==> src/rtl/noc_pkg.sv <==
// Shared link-layer constants and header layout for the gate transmitter/receiver pair.
package noc_pkg;

    typedef enum logic [0:0] {StIdle, StSend} tx_state_e;

    function automatic int header_flits(input int fw, input int gw);
        return (1 + 2 * gw + fw - 1) / fw;
    endfunction

    function automatic int header_width(input int fw, input int gw);
        return header_flits(fw, gw) * fw;
    endfunction

    function automatic int request_width(input int fw, input int gw);
        return header_flits(fw, gw) + gw;
    endfunction

    function automatic int beat_count(input int flits, input int gf);
        return (flits + gf - 1) / gf;
    endfunction

    // Header layout (MSB first): {one, vl[GW-1:0], cr[GW-1:0], zero pad}
    function automatic int hdr_one_pos(input int hw);
        return hw - 1;
    endfunction

    function automatic int hdr_vl_msb(input int hw);
        return hw - 2;
    endfunction

    function automatic int hdr_cr_msb(input int hw, input int gw);
        return hw - 2 - gw;
    endfunction

endpackage

==> src/rtl/valid_picker.sv <==
// Picks the next GATE_FOLDS set mask bits strictly below a cursor, highest index first.
module valid_picker
    import noc_pkg::*;
#(
    parameter int unsigned GATE_WIDTH = 4,
    parameter int unsigned GATE_FOLDS = 2,
    localparam int IDX_W = (GATE_WIDTH > 1) ? $clog2(GATE_WIDTH) : 1,
    localparam int CUR_W = $clog2(GATE_WIDTH + 1)
) (
    input  logic [GATE_WIDTH-1:0] mask,
    input  logic [CUR_W-1:0]      cursor,
    output logic [IDX_W-1:0]      idx [GATE_FOLDS],
    output logic [GATE_FOLDS-1:0] none,
    output logic [CUR_W-1:0]      next_cursor
);

    always_comb begin
        int   cur;
        logic found;
        cur = int'(cursor);
        found = 1'b0;
        none = '0;
        for (int s = 0; s < int'(GATE_FOLDS); s++) begin
            idx[s] = '0;
            found = 1'b0;
            for (int g = int'(GATE_WIDTH) - 1; g >= 0; g--) begin
                if (!found && g < cur && mask[g]) begin
                    found = 1'b1;
                    idx[s] = IDX_W'(g);
                end
            end
            none[s] = !found;
            // An exhausted search parks the cursor at 0 so later lanes stay empty.
            cur = found ? int'(idx[s]) : 0;
        end
        next_cursor = CUR_W'(cur);
    end

endmodule

==> src/rtl/gate_transmitter.sv <==
// Serializes one gate packet (header flits, then valid-gate data flits) onto the folded link bus.
module gate_transmitter
    import noc_pkg::*;
#(
    parameter int unsigned FLIT_WIDTH = 8,
    parameter int unsigned GATE_WIDTH = 4,
    parameter int unsigned GATE_FOLDS = 2
) (
    input  logic                             i_clk,
    input  logic                             i_rst,
    input  logic                             i_push,
    output logic                             o_ready,
    input  logic [GATE_WIDTH-1:0]            i_vl,
    input  logic [GATE_WIDTH-1:0]            i_cr,
    input  logic [FLIT_WIDTH-1:0]            i_dt [GATE_WIDTH],
    output logic                             o_w_enable,
    output logic [FLIT_WIDTH*GATE_FOLDS-1:0] o_w_tx
);

    localparam int HF    = header_flits(FLIT_WIDTH, GATE_WIDTH);
    localparam int HW    = header_width(FLIT_WIDTH, GATE_WIDTH);
    localparam int RW    = request_width(FLIT_WIDTH, GATE_WIDTH);
    localparam int GF    = int'(GATE_FOLDS);
    localparam int FW    = int'(FLIT_WIDTH);
    localparam int BW    = $clog2(beat_count(RW, GF) + 1);
    localparam int CUR_W = $clog2(GATE_WIDTH + 1);
    localparam int IDX_W = (GATE_WIDTH > 1) ? $clog2(GATE_WIDTH) : 1;

    tx_state_e               state_q, state_d;
    logic [GATE_WIDTH-1:0]   vl_q, vl_d, cr_q, cr_d;
    logic [FLIT_WIDTH-1:0]   dt_q [GATE_WIDTH];
    logic [FLIT_WIDTH-1:0]   dt_d [GATE_WIDTH];
    logic [BW-1:0]           beat_q, beat_d, beats_q, beats_d;
    // Cursor left after the beat currently on the wire; seeds the following beat.
    logic [CUR_W-1:0]        cur_q, cur_d, cur_start;
    logic [FW*GF-1:0]        tx_q, tx_d;
    logic                    en_q, en_d, ready_q, ready_d;
    logic                    accept, last_beat;

    logic [IDX_W-1:0]        pick_idx [GATE_FOLDS];
    logic [GATE_FOLDS-1:0]   pick_none;
    logic [CUR_W-1:0]        pick_next;
    logic [HW-1:0]           hdr;

    assign accept    = i_push & ready_q;
    assign last_beat = (state_q == StSend) && (beat_q == beats_q - 1'b1);

    always_ff @(posedge i_clk or posedge i_rst) begin
        if (i_rst) begin
            state_q <= StIdle;
            vl_q    <= '0;
            cr_q    <= '0;
            for (int g = 0; g < int'(GATE_WIDTH); g++) dt_q[g] <= '0;
            beat_q  <= '0;
            beats_q <= '0;
            cur_q   <= '0;
            tx_q    <= '0;
            en_q    <= 1'b0;
            ready_q <= 1'b1;
        end else begin
            state_q <= state_d;
            vl_q    <= vl_d;
            cr_q    <= cr_d;
            for (int g = 0; g < int'(GATE_WIDTH); g++) dt_q[g] <= dt_d[g];
            beat_q  <= beat_d;
            beats_q <= beats_d;
            cur_q   <= cur_d;
            tx_q    <= tx_d;
            en_q    <= en_d;
            ready_q <= ready_d;
        end
    end

    always_comb begin
        state_d   = state_q;
        vl_d      = vl_q;
        cr_d      = cr_q;
        dt_d      = dt_q;
        beat_d    = beat_q;
        beats_d   = beats_q;
        cur_start = cur_q;
        if ((state_q == StIdle || last_beat) && accept) begin
            state_d   = StSend;
            vl_d      = i_vl;
            cr_d      = i_cr;
            dt_d      = i_dt;
            beat_d    = '0;
            beats_d   = BW'(beat_count(HF + $countones(i_vl), GF));
            cur_start = CUR_W'(GATE_WIDTH);
        end else if (last_beat) begin
            state_d = StIdle;
        end else if (state_q == StSend) begin
            beat_d = beat_q + 1'b1;
        end
    end

    // Beat contents are computed from next state so every output leaves a flop.
    valid_picker #(
        .GATE_WIDTH (GATE_WIDTH),
        .GATE_FOLDS (GATE_FOLDS)
    ) u_picker (
        .mask        (vl_d),
        .cursor      (cur_start),
        .idx         (pick_idx),
        .none        (pick_none),
        .next_cursor (pick_next)
    );

    always_comb begin
        int base;
        int hcnt;
        logic [FLIT_WIDTH-1:0] flit;
        hdr = '0;
        hdr[hdr_one_pos(HW)] = 1'b1;
        hdr[hdr_vl_msb(HW) -: GATE_WIDTH] = vl_d;
        hdr[hdr_cr_msb(HW, GATE_WIDTH) -: GATE_WIDTH] = cr_d;
        base = int'(beat_d) * GF;
        hcnt = HF - base;
        if (hcnt < 0) hcnt = 0;
        if (hcnt > GF) hcnt = GF;
        tx_d = '0;
        flit = '0;
        for (int l = 0; l < GF; l++) begin
            flit = '0;
            for (int k = 0; k < HF; k++) begin
                if (base + l == k) flit = hdr[HW-1-k*FW -: FW];
            end
            for (int s = 0; s < GF; s++) begin
                if (s + hcnt == l && !pick_none[s]) flit = dt_d[pick_idx[s]];
            end
            tx_d[FW*GF-1-l*FW -: FW] = flit;
        end
        cur_d = pick_next;
        if (hcnt >= GF) begin
            cur_d = cur_start;
        end else if (hcnt > 0) begin
            for (int s = 0; s < GF; s++) begin
                if (s == GF - hcnt - 1) cur_d = pick_none[s] ? '0 : CUR_W'(pick_idx[s]);
            end
        end
        en_d    = (state_d == StSend) && (beat_d == '0);
        ready_d = (state_d == StIdle) || (beat_d == beats_d - 1'b1);
        if (state_d == StIdle) begin
            tx_d  = '0;
            cur_d = '0;
        end
    end

    assign o_w_tx     = tx_q;
    assign o_w_enable = en_q;
    assign o_ready    = ready_q;

endmodule

==> config.mk <==
export PLATFORM = sky130hd
export DESIGN_NAME = gate_transmitter
export DESIGN_NICKNAME = d
export VERILOG_FILES = /design/src/rtl/noc_pkg.sv /design/src/rtl/valid_picker.sv /design/src/rtl/gate_transmitter.sv
export SDC_FILE = /design/constraint.sdc
export NUM_CORES = 1
export LEC_CHECK = 0
export CELL_PAD_IN_SITES_DETAIL_PLACEMENT = 2
export CELL_PAD_IN_SITES_GLOBAL_PLACEMENT = 2
export CORE_MARGIN = 4
export CORE_UTILIZATION = 34
export DETAILED_ROUTE_END_ITERATION = 7
export PLACE_DENSITY_LB_ADDON = 0.12
export SYNTH_ARGS = -nofsm -noshare
export SYNTH_HDL_FRONTEND = slang
export SYNTH_SLANG_ARGS = --single-unit
==> constraint.sdc <==
create_clock -name i_clk -period 2.77 [get_ports i_clk]
set_input_delay 0.554 -clock i_clk [delete_from_list [all_inputs] [get_ports i_clk]]
set_output_delay 0.554 -clock i_clk [all_outputs]
set_load 0.02 [all_outputs]
### Word-level counts from Yosys, hierarchy flattened

Cells that the tools add are included.

* register bits after elaboration: 66
* bits in latches: 0
* RAM bits: 0
* memory bits (read-only): 0
* output and inout port bits: 18
* memories: 0

* add/sub/neg operators: 15
* $mul: 0
* divide/modulo/power cells: 0
* $lt $le $gt $ge: 14
* equal/unequal tests: 6
* shift operators: 0
* muxes and demuxes: 51
* bitwise logic cells: 6
* reductions and logical operators: 35

Operators with widths (number)
* $logic_not 32->1: 5
* $mux 32: 3
* $mux 8: 11
* $eq 32x2->1 const B: 2
* $lt 3x32->1 const A: 2
* $add 2x32->32 const A: 1
* $bmux 8 s2: 2
* $eq 2x32->1 const A: 1
* $ge 32x3->1 const B: 1
* $gt 32x1->1 const B: 1
* $gt 32x3->1 const B: 1
* $lt 1x32->1 const A: 1
* $lt 2x32->1 const A: 1
* $mux 2: 16
* $sub 3x32->32 const A: 1
* $sub 32x2->32 const B: 1
* $logic_and 1x1->1: 21
* $mux 3: 6
* $mux 16: 1
* $mux 1: 10
* $mux 4: 2
* $ge 3x3->1 const B: 2
* $logic_not 1->1: 6
* $lt 1x3->1 const A: 2
* other kinds (19): 27

### Depth between registers and ports, before layout

* word-level depth: 43
* mapped depth: 12

### Modules after synthesis

From an unflattened synthesis, not the netlist that was laid out.

* cell total of the unflattened synthesis: 460
* area, all modules: 4035.1 µm²

By module, submodules not included
* gate_transmitter: times used 1, cells an instance 435, area each 3898.7 µm²
* valid_picker: times used 1, cells an instance 25, area each 136.4 µm²

### Least setup slack after synthesis

Ideal clock, no wire load.

* path kind: input -> register
* start point: in i_vl[2]
* end point: reg ready_q (netlist: o_ready)
* setup time: 0.064 ns
* arrival: 2.352 ns
* setup slack: 0.354 ns
* cell stages on the path: 12
* path through: clkbuf_1 -> inv_1 -> ha_1 -> inv_1 -> ha_1 -> a21oi_1 -> ha_1 -> inv_1 -> mux2i_1 -> xnor2_1 -> or3_1 -> nand3_1

* cells in the longest elaborated chain, start to end: 11

Ends and longest elaborated chain
* start: declaration: line gate_transmitter.sv:13 `input logic [GATE_WIDTH-1:0] i_vl,`
* $add 1x1->2 (implied by the code) *: line gate_transmitter.sv:88 `beats_d = BW'(beat_count(HF + $countones(i_vl), GF));`
* $add 2x2->3 (implied by the code) *: line gate_transmitter.sv:88
* $add 2x3->4 *: line gate_transmitter.sv:88
* $add 4x2->5 *: line noc_pkg.sv:19 `return (flits + gf - 1) / gf;`
* $sub 5x1->6 *: line noc_pkg.sv:19
* $and 1x1->1 (no line)
* $add 2x1->2 (no line) *
* $mux 2 *: line gate_transmitter.sv:82 `if ((state_q == StIdle || last_beat) && accept) begin`
* $sub 2x1->2 *: line gate_transmitter.sv:142 `ready_d = (state_d == StIdle) || (beat_d == beats_d - 1'b1);`
* $eq 2x2->1 *: line gate_transmitter.sv:142
* $logic_or 1x1->1 *: line gate_transmitter.sv:142
* named net ready_d: line gate_transmitter.sv:37 `logic en_q, en_d, ready_q, ready_d;`
* end signal: assignment: line gate_transmitter.sv:70 `ready_q <= ready_d;`
* end: declaration: line gate_transmitter.sv:37

The timed path passes the listed nets; every way through them passes the cells marked *.

### Worst setup path after layout

* start point: reg beat_q[1]
* end point: reg tx_q[12] (netlist: o_w_tx[12])

* cells in the longest elaborated chain, start to end: 42
* elaborated cells between the ends (all ways): 81
* those cells by class: 3 x add/sub; 10 x order compare; 1 x eq/ne; 37 x mux; 2 x bitwise; 28 x reduce/logical

Ends and longest elaborated chain
* start: declaration: line gate_transmitter.sv:33 `logic [BW-1:0] beat_q, beat_d, beats_q, beats_d;`
* start signal: assignment: line gate_transmitter.sv:65 `beat_q <= beat_d;`
* $eq 2x2->1: line gate_transmitter.sv:46 `assign last_beat = (state_q == StSend) && (beat_q == beats_q - 1'b1);`
* $logic_and 1x1->1: line gate_transmitter.sv:46
* $logic_or 1x1->1: line gate_transmitter.sv:82
* $logic_and 1x1->1: line gate_transmitter.sv:82
* $mux 3: line gate_transmitter.sv:82
* $lt 2x3->1: line valid_picker.sv:27 `if (!found && g < cur && mask[g]) begin`
* $logic_and 1x1->1: line valid_picker.sv:27
* $mux 1: line valid_picker.sv:27
* [25 not listed]
* $logic_and 1x1->1 (2 in series): line valid_picker.sv:27
* $mux 2: line valid_picker.sv:27
* $not 2->3 (implied by the code): line gate_transmitter.sv:129 `if (s + hcnt == l && !pick_none[s]) flit = dt_d[pick_idx[s]];`
* $bmux 8 s2: line gate_transmitter.sv:129
* $mux 8 (implied by the code) (2 in series): line gate_transmitter.sv:129
* $mux 8: line gate_transmitter.sv:129
* $mux 16 *: line gate_transmitter.sv:143 `if (state_d == StIdle) begin`
* named net tx_d[12]: line gate_transmitter.sv:36 `logic [FW*GF-1:0] tx_q, tx_d;`
* end signal: assignment: line gate_transmitter.sv:68 `tx_q <= tx_d;`
* end: declaration: line gate_transmitter.sv:36

The timed path passes the listed nets; every way through them passes the cells marked *. The select of a mux whose other input is x is not followed.

==> flow_metrics.py <==
metrics = {
    "status": {
        "run_status": "finished, final reports clean",
    },
    "global_routing": {
        "grt_pass1_vias": 3236,
        "grt_pass1_wl_um": 17890,
        "track_usage_pct": 20.14,
        "grt_antenna_before_repair": 0,
        "grt.busiest_layer": "met2",
        "grtUsageMet1_pct": 26.24,
        "use_met2_pct": 34.04,
        "grt_max_degree": 27,
        "grt_use_met3_pct": 3.612,
        "grt_overflow": 0,
    },
    "timing": {
        "setup_violations": 0,
        "worstMarginPinSlew_ps": 556.7,
        "rsz0062_at_grt": "false",
        "slew_violations": 0,
        "min_period_over_period_pct": 94.18,
        "maxSlewHeadroom_pct": 62.83,
        "final_hold_viol_count": 0,
        "finClkSkew_ps": 10.32,
        "max_freq_ghz": 0.3833,
        "setup_tns_ps": 0,
        "min_period_ps": 2609,
    },
    "synth": {
        "syn_inst": 320,
        "synth_nets": 366,
        "synth_edf_count": 0,
        "ys_seq_elements": 66,
        "async_reset_ff_share_pct": 100.0,
        "synth_area_per_cell_um2": 10.86,
        "post-synth-top-area-cell": "dfrtp_1",
        "ys_seq_area_share_pct": 47.55,
        "syn-cell-area_mm2": 0.003476,
        "synth_top_area_share_pct": 46.80,
        "ys.flop_type": "dfrtp_1",
        "synth.top_cells.by_area": "dfrtp_1 47%, mux2_2 10%, mux2i_1 7.5%",
        "yosysMostFrequentCell": "dfrtp_1",
        "synth.distinct_cells": 51,
        "ys_warn_count": 0,
        "synthTopCellsByCount": "65 x dfrtp_1, 32 x mux2_2, 26 x mux2i_1",
    },
    "setup_path": {
        "critPathLaunchType": "register",
        "crit_type": "register to register",
        "cpPeakStageDelay_ps": 440,
        "crit_slowest_cell": "dfrtp_1",
        "endpoint_kind": "register",
        "rr_startpoint": "beat_q[1]",
        "crit_buf_inv": 1,
        "arrival_ps": 2830,
        "crit_path_start": "beat_q[1]",
        "crit_required_ps": 2990,
        "r2r_setup_slack_ps": 160,
        "path_max_fanout": 9,
        "path_cells": "xor2_4 > mux2i_2 > a21oi_4 > buf_4 > mux2_2 > o21a_1 > o211ai_1 > o22ai_1",
        "critPathTopFamily": "compound AO/OA/AOI/OAI gates",
    },
    "cells_and_area": {
        "syn_to_final_growth_pct": 34.20,
        "drive_above_1_share_pct": 23.75,
        "final_cell_area_mm2": 0.004664,
        "layout.nets": 462,
        "n_antenna_cell": 0,
    },
    "floorplan": {
        "dieArea_mm2": 0.01191,
        "die_x_um": 109.1,
        "die_h_um": 109.1,
        "std_cell_rows": 36,
        "core_mm2": 0.009864,
        "io_pins": 61,
        "start_util_pct": 35.24,
    },
    "drt": {
        "route.detailed.drc": 0,
        "wl_per_cell_um": 20.64,
        "viasPerCell": 5.208,
        "ant_nets": 0,
        "num_vias": 2885,
        "drt_wl_total_um": 11440,
        "drt-pass1-iter-count": 4,
        "drt_iter0_markers": 93,
    },
    "clocking": {
        "h-tree-depth": 3,
        "cts.sink_count": 66,
        "clk_root_buffer_cell": "clkbuf_8",
        "clkTransAtPathRegs_ps": 80,
        "cts.path.max_buffers": 2,
        "cts_made_buffers": 9,
        "cts_tree": "built",
        "clk_latency_ps": 350,
    },
    "placed_design": {
        "place_congestion": 0.8108,
        "dp_hpwl_um": 8493,
        "io_buffers": 60,
        "place_area_mm2": 0.004418,
    },
    "worst_hold_path": {
        "hp-start": "cr_q[2]",
        "hp-class": "register to register",
    },
    "flow_run": {
        "max_cap_violations": 0,
    },
    "pwr": {
        "leakagePower_nw": 2.035,
        "powerDensity_mw_per_mm2": 1170,
        "ir_drop_mv": 0.3814,
    },
}
[path summary, 6_finish.rpt]
check / endpoint / depth (start not counted)
worst max-delay path: o_w_tx[12] / 8
worst min-delay path: cr_q[2] / 1
worst max register to register: o_w_tx[12] / 8
min in group asynchronous: dt_q[17] / 2
max in group asynchronous: dt_q[9] / 3
worst min register to register: cr_q[2] / 1
[state kept, by name (all words and copies together) (netlist names)]
| signal | count |
|---|---|
| beats_q | 2 |
| o_ready | 1 |
| o_w_enable | 1 |
| cr_q | 4 |
| vl_q | 4 |
| state_q | 1 |
| dt_q | 32 |
| beat_q | 2 |
| cur_q | 3 |
| o_w_tx | 16 |
[what timing repair did]
action / CTS / global route
hold buffers: 0 / 0
setup endpoints to repair: 0 / 5
resized for setup: 0 / 1
setup buffers: 0 / 2
[worst register-to-register path, stage by stage, from the launching register on]
cell and delay (ps):
dfrtp_1 440, xor2_4 210, mux2i_2 190, a21oi_4 310, buf_4 280, mux2_2 370, o21a_1 310, o211ai_1 210
o22ai_1 150
[report_power, final]
group	internal (mW)	leakage [nW]	switching (mW)
Clock	0.510	0.107	0.405
Combinational	1.33	1.12	1.56
Sequential	1.40	0.810	0.256
[stage by stage]
stage | setup WS (ps) | instances | hold WS (ps) | util [%] | total power, mW
finish | 161.3 | 554 | 494.5 | 47.29 | 5.459
global route | 59.17 | 554 | 531.2 | 47.29 | 5.852
CTS | 54.53 | 552 | 497.4 | 46.99 | 5.473
detailed placement | -174.5 | 536 | 480.1 | 44.79 | 4.494
global placement | -128.4 | 536 | 479.5 | 44.79 | 4.354
floorplan | 353.7 | 320 | 462.4 | - | 3.394
[cells in the final DEF (no fill, tap or decap), drive strengths merged, types with 13 or more instances in the layout]
cell | netlist | layout
clkdlybuf4s50 | 0 | 60
mux2 | 33 | 33
a21oi | 13 | 13
mux2i | 27 | 27
inv | 24 | 25
nand2 | 23 | 23
o21ai | 19 | 19
buf | 13 | 42
dfrtp | 65 | 65
nor2 | 17 | 17
[cells by family after synthesis]
family / after synthesis / share of synthesized area [%]
AO/OA/AOI/OAI: 76 / 15.05
multiplexers: 60 / 18.68
XOR/XNOR: 2 / 1.044
buffers and inverters: 41 / 6.551
AND/OR/NAND/NOR: 72 / 10.04
adder cells (fa/ha/maj): 3 / 1.080
flip-flops: 66 / 47.55
[layer usage]
layer  wire length [µm]  vias up
li1                   -     1330
met1               5073     1482
met2               5757       60
met3                481       13
met4                123        0
met5                  0        -
[layout make-up]
| type | instances | area [µm²] |
|---|---|---|
| inverter | 24 | 90.09 |
| clock buffer | 10 | 127.6 |
| fill | 1042 | 5200 |
| multi-input combinational | 213 | 1595 |
| sequential | 66 | 1654 |
| tap | 133 | 166.4 |
| clock inverter | 6 | 90.09 |
| timing repair buffer | 102 | 940.9 |
(Power assumes the default switching activity.)
